--- src/rtl/bcd_seg_scan_if.sv ---
// Signal bundle between the BCD time source and the multiplexed 7-segment scanner.
// The master drives the time word and display controls; the slave drives the panel.
interface bcd_seg_scan_if;
    logic        en;
    logic [23:0] bcd;
    logic [5:0]  blink;
    logic        blink_tick;
    logic        lz_blank;
    logic [5:0]  dp;
    logic [6:0]  seg;
    logic        seg_dp;
    logic [5:0]  dig_sel;
    logic [2:0]  digit_idx;
    logic        frame_done;

    modport master (
        output en, bcd, blink, blink_tick, lz_blank, dp,
        input  seg, seg_dp, dig_sel, digit_idx, frame_done
    );

    modport slave (
        input  en, bcd, blink, blink_tick, lz_blank, dp,
        output seg, seg_dp, dig_sel, digit_idx, frame_done
    );
endinterface

--- src/rtl/bcd_seg_scan.sv ---
// Six-digit multiplexed 7-segment scanner for an hh:mm:ss BCD word.
// The time word is snapshotted once per frame so a display frame never tears.
module bcd_seg_scan #(
    parameter int SCAN_DIV       = 1000,
    parameter int SEG_ACTIVE_LOW = 1,
    parameter int DIG_ACTIVE_LOW = 1
) (
    input  logic           clk,
    input  logic           rst,
    bcd_seg_scan_if.slave  bus
);

    localparam int              PW      = (SCAN_DIV > 1) ? $clog2(SCAN_DIV) : 1;
    localparam logic [PW-1:0]   PRE_MAX = PW'(SCAN_DIV - 1);
    localparam logic [6:0]      SEG_INV = (SEG_ACTIVE_LOW != 0) ? 7'h7F : 7'h00;
    localparam logic            DP_INV  = (SEG_ACTIVE_LOW != 0) ? 1'b1 : 1'b0;
    localparam logic [5:0]      DIG_INV = (DIG_ACTIVE_LOW != 0) ? 6'h3F : 6'h00;

    // Invalid BCD codes show a dash so a bad upstream count is visible.
    function automatic logic [6:0] seg7(input logic [3:0] d);
        logic [6:0] p;
        case (d)
            4'd0:    p = 7'h3F;
            4'd1:    p = 7'h06;
            4'd2:    p = 7'h5B;
            4'd3:    p = 7'h4F;
            4'd4:    p = 7'h66;
            4'd5:    p = 7'h6D;
            4'd6:    p = 7'h7D;
            4'd7:    p = 7'h07;
            4'd8:    p = 7'h7F;
            4'd9:    p = 7'h6F;
            default: p = 7'h40;
        endcase
        return p;
    endfunction

    logic [PW-1:0] prescaler_r;
    logic [2:0]    idx_r;
    logic          blink_phase_r;
    logic [23:0]   frame_reg_r;
    logic          load_pending_r;
    logic [6:0]    seg_r;
    logic          seg_dp_r;
    logic [5:0]    dig_sel_r;
    logic [2:0]    digit_idx_r;
    logic          frame_done_r;

    logic          step_s;
    logic          last_digit_s;
    logic [PW-1:0] prescaler_nx_s;
    logic [2:0]    idx_nx_s;
    logic [23:0]   frame_src_s;
    logic [3:0]    digit_s;
    logic          blink_bit_s;
    logic          dp_bit_s;
    logic [5:0]    onehot_s;
    logic          phase_eff_s;
    logic          blank_s;
    logic [6:0]    seg_nx_s;
    logic          seg_dp_nx_s;
    logic [5:0]    dig_sel_nx_s;

    // Prescaler and digit index advance; both freeze while the scan is disabled.
    always_comb begin
        step_s         = 1'b0;
        prescaler_nx_s = prescaler_r;
        idx_nx_s       = idx_r;
        last_digit_s   = (idx_r == 3'd5);
        if (bus.en) begin
            if (prescaler_r == PRE_MAX) begin
                step_s         = 1'b1;
                prescaler_nx_s = '0;
                idx_nx_s       = last_digit_s ? 3'd0 : idx_r + 3'd1;
            end else begin
                prescaler_nx_s = prescaler_r + PW'(1);
            end
        end else begin
            step_s = 1'b0;
        end
    end

    // Per-digit selection; the first cycle after reset reads the live word being loaded.
    always_comb begin
        frame_src_s = load_pending_r ? bus.bcd : frame_reg_r;
        digit_s     = 4'd0;
        blink_bit_s = 1'b0;
        dp_bit_s    = 1'b0;
        onehot_s    = 6'b000000;
        case (idx_r)
            3'd0: begin digit_s = frame_src_s[3:0];   blink_bit_s = bus.blink[0]; dp_bit_s = bus.dp[0]; onehot_s = 6'b000001; end
            3'd1: begin digit_s = frame_src_s[7:4];   blink_bit_s = bus.blink[1]; dp_bit_s = bus.dp[1]; onehot_s = 6'b000010; end
            3'd2: begin digit_s = frame_src_s[11:8];  blink_bit_s = bus.blink[2]; dp_bit_s = bus.dp[2]; onehot_s = 6'b000100; end
            3'd3: begin digit_s = frame_src_s[15:12]; blink_bit_s = bus.blink[3]; dp_bit_s = bus.dp[3]; onehot_s = 6'b001000; end
            3'd4: begin digit_s = frame_src_s[19:16]; blink_bit_s = bus.blink[4]; dp_bit_s = bus.dp[4]; onehot_s = 6'b010000; end
            3'd5: begin digit_s = frame_src_s[23:20]; blink_bit_s = bus.blink[5]; dp_bit_s = bus.dp[5]; onehot_s = 6'b100000; end
            default: begin
                digit_s     = 4'd0;
                blink_bit_s = 1'b0;
                dp_bit_s    = 1'b0;
                onehot_s    = 6'b000000;
            end
        endcase
    end

    // Next panel drive; a blink tick in this cycle already affects this cycle's decision.
    always_comb begin
        phase_eff_s  = blink_phase_r ^ bus.blink_tick;
        blank_s      = (blink_bit_s && phase_eff_s) ||
                       (bus.lz_blank && last_digit_s && (digit_s == 4'd0));
        seg_nx_s     = SEG_INV;
        seg_dp_nx_s  = DP_INV;
        dig_sel_nx_s = DIG_INV;
        if (!bus.en) begin
            seg_nx_s     = SEG_INV;
            seg_dp_nx_s  = DP_INV;
            dig_sel_nx_s = DIG_INV;
        end else if (blank_s) begin
            seg_nx_s     = SEG_INV;
            seg_dp_nx_s  = DP_INV;
            dig_sel_nx_s = onehot_s ^ DIG_INV;
        end else begin
            seg_nx_s     = seg7(digit_s) ^ SEG_INV;
            seg_dp_nx_s  = dp_bit_s ^ DP_INV;
            dig_sel_nx_s = onehot_s ^ DIG_INV;
        end
    end

    // Scan state: counters, blink phase and the per-frame snapshot of the time word.
    always_ff @(posedge clk or posedge rst) begin
        if (rst) begin
            prescaler_r    <= '0;
            idx_r          <= 3'd0;
            blink_phase_r  <= 1'b0;
            frame_reg_r    <= 24'h000000;
            load_pending_r <= 1'b1;
        end else begin
            prescaler_r    <= prescaler_nx_s;
            idx_r          <= idx_nx_s;
            load_pending_r <= 1'b0;
            if (bus.blink_tick) begin
                blink_phase_r <= ~blink_phase_r;
            end else begin
                blink_phase_r <= blink_phase_r;
            end
            if (load_pending_r || (step_s && last_digit_s)) begin
                frame_reg_r <= bus.bcd;
            end else begin
                frame_reg_r <= frame_reg_r;
            end
        end
    end

    // Output registers; segments and selects move together so no cycle mixes digits.
    always_ff @(posedge clk or posedge rst) begin
        if (rst) begin
            seg_r        <= SEG_INV;
            seg_dp_r     <= DP_INV;
            dig_sel_r    <= DIG_INV;
            digit_idx_r  <= 3'd0;
            frame_done_r <= 1'b0;
        end else begin
            seg_r        <= seg_nx_s;
            seg_dp_r     <= seg_dp_nx_s;
            dig_sel_r    <= dig_sel_nx_s;
            digit_idx_r  <= idx_r;
            frame_done_r <= step_s && last_digit_s;
        end
    end

    assign bus.seg        = seg_r;
    assign bus.seg_dp     = seg_dp_r;
    assign bus.dig_sel    = dig_sel_r;
    assign bus.digit_idx  = digit_idx_r;
    assign bus.frame_done = frame_done_r;

endmodule
--- src/flat_wrapper.sv ---
// flat-port wrapper written by rule: the top's interface ports become plain ports
module bcd_seg_scan_flat 
#(
    parameter int SCAN_DIV       = 1000,
    parameter int SEG_ACTIVE_LOW = 1,
    parameter int DIG_ACTIVE_LOW = 1
)
  (clk, rst, bus_en, bus_bcd, bus_blink, bus_blink_tick, bus_lz_blank, bus_dp, bus_seg, bus_seg_dp, bus_dig_sel, bus_digit_idx, bus_frame_done);
  bcd_seg_scan_if bus_i ();
  input  logic clk;
  input  logic rst;
  input wire logic [$bits(bus_i.en)-1:0] bus_en;
  input wire logic [$bits(bus_i.bcd)-1:0] bus_bcd;
  input wire logic [$bits(bus_i.blink)-1:0] bus_blink;
  input wire logic [$bits(bus_i.blink_tick)-1:0] bus_blink_tick;
  input wire logic [$bits(bus_i.lz_blank)-1:0] bus_lz_blank;
  input wire logic [$bits(bus_i.dp)-1:0] bus_dp;
  output wire logic [$bits(bus_i.seg)-1:0] bus_seg;
  output wire logic [$bits(bus_i.seg_dp)-1:0] bus_seg_dp;
  output wire logic [$bits(bus_i.dig_sel)-1:0] bus_dig_sel;
  output wire logic [$bits(bus_i.digit_idx)-1:0] bus_digit_idx;
  output wire logic [$bits(bus_i.frame_done)-1:0] bus_frame_done;
  assign bus_i.en = bus_en;
  assign bus_i.bcd = bus_bcd;
  assign bus_i.blink = bus_blink;
  assign bus_i.blink_tick = bus_blink_tick;
  assign bus_i.lz_blank = bus_lz_blank;
  assign bus_i.dp = bus_dp;
  assign bus_seg = bus_i.seg;
  assign bus_seg_dp = bus_i.seg_dp;
  assign bus_dig_sel = bus_i.dig_sel;
  assign bus_digit_idx = bus_i.digit_idx;
  assign bus_frame_done = bus_i.frame_done;
  bcd_seg_scan #(.SCAN_DIV(SCAN_DIV), .SEG_ACTIVE_LOW(SEG_ACTIVE_LOW), .DIG_ACTIVE_LOW(DIG_ACTIVE_LOW)) u_core (.clk(clk), .rst(rst), .bus(bus_i));
endmodule
--- config.mk ---
export PLATFORM = sky130hd
export DESIGN_NAME = bcd_seg_scan_flat
export DESIGN_NICKNAME = d
export VERILOG_FILES = /design/src/rtl/bcd_seg_scan_if.sv /design/src/rtl/bcd_seg_scan.sv /design/src/flat_wrapper.sv
export SDC_FILE = /design/constraint.sdc
export NUM_CORES = 1
export LEC_CHECK = 0
export ABC_AREA = 1
export CAP_MARGIN = 20
export CORE_MARGIN = 2
export CORE_UTILIZATION = 52
export DETAILED_ROUTE_END_ITERATION = 7
export PLACE_DENSITY = 0.8
export SLEW_MARGIN = 20
export SYNTH_ARGS = -nofsm -noshare
export SYNTH_HDL_FRONTEND = slang
export SYNTH_SLANG_ARGS = --single-unit
--- constraint.sdc ---
create_clock -name clk -period 2.6 [get_ports clk]
set_input_delay 0.78 -clock clk [delete_from_list [all_inputs] [get_ports clk]]
set_output_delay 0.78 -clock clk [all_outputs]
set_load 0.02 [all_outputs]
==> flow_metrics.py <==
metrics = {
    "clock_tree": {
        "clock_sinks": 57,
        "clock_latency_ps": 340,
        "root_buffer": "clkbuf_8",
        "ctsHoldBuffers": 0,
        "path_clk_slew_ps": 60,
        "cts_resized": 0,
        "cts_tree": "done",
        "clock_path_buffers": 2,
        "post_cts_buffers": 0,
        "cts_buffers": 9,
        "htree_num_levels": 3,
    },
    "worst_setup_path": {
        "crit_fanout": 5,
        "cp.required_ps": 2870,
        "cp-end-kind": "flop",
        "start_kind": "input pin",
        "arrival_ps": 2580,
        "crit_type": "input pin to flop",
    },
    "yosys": {
        "synthArstFlopShare_pct": 100,
        "ys_top_cells_by_area": "dfrtp_1 (34%), nand2_1 (26%), dfstp_2 (13%), nand3_1 (4.5%), inv_1 (4.3%)",
        "ys_warn_count": 0,
        "synth.cell_area_sq_um": 3090,
        "syn_area_per_cell_sq_um": 7.44,
        "synth_flop_cell": "dfrtp_1",
        "synth_cell_types": 31,
        "synth_common_cells": "nand2_1 (215), dfrtp_1 (42), inv_1 (35)",
        "netlist.area_leader.share_pct": 34.0,
        "synth_nets": 464,
        "ys_seq_elements": 57,
        "yosys.area.top_type": "dfrtp_1",
        "synth-edff-count": 0,
        "synth_cells": 415,
        "synth.most_common_cell": "nand2_1",
        "synth-seq-area-share_pct": 46.8,
    },
    "power_and_ir_drop": {
        "swShare_pct": 29.9,
        "p_clk_share_pct": 33.2,
        "power.total_mw": 2.53,
        "vdd_drop_max_v": 0.000366,
        "internal_power_mw": 1.77,
        "power_per_cell_area_nw_per_um2": 635,
        "power_frac_comb_pct": 22.9,
        "p_seq_share_pct": 44.0,
        "leakagePower_nw": 2.09,
        "switchingPower_mw": 0.755,
    },
    "final_layout": {
        "num_antenna_cells": 0,
        "syn_to_final_growth_pct": 28.9,
        "nNetsFinal": 533,
        "multi_input_area_sq_um": 1410,
        "register_area_sq_um": 1450,
        "drive_gt1_share_pct": 12.3,
        "fillers": 475,
    },
    "routing": {
        "wl_per_cell_um": 12.8,
        "routed_via_density": 4.92,
        "vias": 2775,
        "wl_um": 7240,
        "drtAntennaViolNets": 0,
        "drc": 0,
        "first_iter_violations": 191,
        "dr.pass1.iters": 5,
    },
    "global_route": {
        "antenna_found_initial": 0,
        "grt.overflow.total": 0,
        "grt_pass1_wl_um": 11900,
        "grtUsageTotal_pct": 24.4,
        "grt_pass1_vias": 2614,
        "grt_max_degree": 58,
    },
    "place": {
        "gp_congestion": 0.856,
        "hpwl_um": 5080,
        "port_buffers": 58,
    },
    "outcome": {
        "status": "completed",
    },
    "floorplanning": {
        "rows": 28,
        "initial_core_util_pct": 53.1,
        "core_sq_um": 5820,
        "die_w_um": 81.1,
        "die_area_sq_um": 6570,
        "die_h_um": 81.1,
        "ios": 59,
    },
    "sta": {
        "finalSetupViolations": 0,
        "layout_min_cycle_time_ps": 2310,
        "finalCritPeriodShare_pct": 88.7,
        "grt_setup_unrepaired": "false",
        "tns_ps": 0,
        "fin_skew_ps": 8.98,
        "final_hold_viol_count": 0,
        "slew_viol_final": 0,
        "fmax_ghz": 0.433,
    },
    "job": {
        "drv_cap": 0,
    },
    "hold_path": {
        "hold_path.class": "flop to flop",
    },
}
[flip-flops by register name, indices dropped and copies added (netlist names), 3 cells and up]
register              count
u_core.bus.digit_idx      3
u_core.idx_r              3
u_core.frame_reg_r       24
u_core.bus.dig_sel        6
u_core.bus.seg            7
u_core.prescaler_r       10
[critical path, cell delays in order]
cell and delay [ps]:
clkdlybuf4s50_1 400, inv_1 80, nand2_1 50, nand3_1 90
nand2_1 60, nor2_1 100, nand2_1 70, nand2_1 140
inv_1 120, ha_1 210, nand3b_1 170, o21ai_0 120
nand2_1 70, nand3_1 110
[cell families after synthesis]
group           Yosys count  share of synthesized area, %
buf+inv                  51                          7.41
compound gates           18                          3.48
simple gates            277                          38.1
xor+xnor                  3                         0.851
other cells               1                         0.121
flops                    57                          46.8
fa+ha+maj                 8                          3.24
[power groups by stage]
stage	sequential [mW]	combinational [mW]	clock, mW
3_5_place_dp	1.13	0.573	0
2_1_floorplan	1.15	0.333	0
5_1_grt	1.13	0.653	0.886
6_report	1.11	0.578	0.839
3_3_place_gp	1.12	0.555	0
4_1_cts	1.11	0.580	0.844
[final cells by class]
type                            instances  area share (%)
Timing Repair Buffer                   69            17.0
Multi-Input combinational cell        307            35.5
Clock buffer                           13            3.99
Inverter                               40            3.84
Sequential cell                        57            36.3
Tap cell                               75            2.36
Clock inverter                          3            1.01
[final timing paths]
check / start / end / slack, ps / cells after the start
hold reg to reg: u_core.frame_reg_r[23] / u_core.frame_reg_r[23] / 480 / 2
setup / recovery: bus_bcd[13] / u_core.bus.seg[4] / 290 / 14
min in group asynchronous: rst / u_core.prescaler_r[5] / 790 / 3
hold / removal: u_core.frame_reg_r[23] / u_core.frame_reg_r[23] / 480 / 2
setup reg to reg: u_core.idx_r[2] / u_core.bus.seg[4] / 300 / 13
max in group asynchronous: rst / u_core.bus.seg[1] / 1490 / 3
[per-stage QoR]
stage	utilization, %	area, sq um	cells	setup slack [ps]	hold WS [ps]
CTS	68.4	3980	564	332	482
global placement	65.0	3780	548	144	461
global route	68.4	3980	564	126	502
floorplan	-	3090	415	445	436
finish	68.4	3980	564	293	479
detailed placement	65.0	3780	548	9.53	466
[placed cells by master, fill, tap and decap left out, types with 2 or more instances in the layout]
| cell | count |
|---|---|
| clkbuf_8 | 11 |
| buf_4 | 10 |
| a21oi_1 | 6 |
| ha_1 | 8 |
| nand2_1 | 215 |
| xor2_1 | 3 |
| nor3_1 | 4 |
| clkdlybuf4s50_1 | 58 |
| clkbuf_1 | 2 |
| nand2_2 | 2 |
| nand3_1 | 28 |
| clkinv_2 | 2 |
| nand3b_1 | 4 |
| nand2_4 | 2 |
| nor2_2 | 4 |
| dfstp_2 | 15 |
| nor2_4 | 2 |
| inv_2 | 5 |
| inv_1 | 34 |
| o21ai_0 | 9 |
| nor2_1 | 11 |
| dfrtp_1 | 42 |
[per-layer routing]
layer  global-route usage, %  part of all wire [%]  vias up
met4                    12.5                   2.8        0
li1                        -                     -     1406
met5                       0                     0        -
met1                    31.7                    43     1246
met2                    39.3                    48      102
met3                    4.00                   6.5       21
Power figures use the tool's default switching activity.
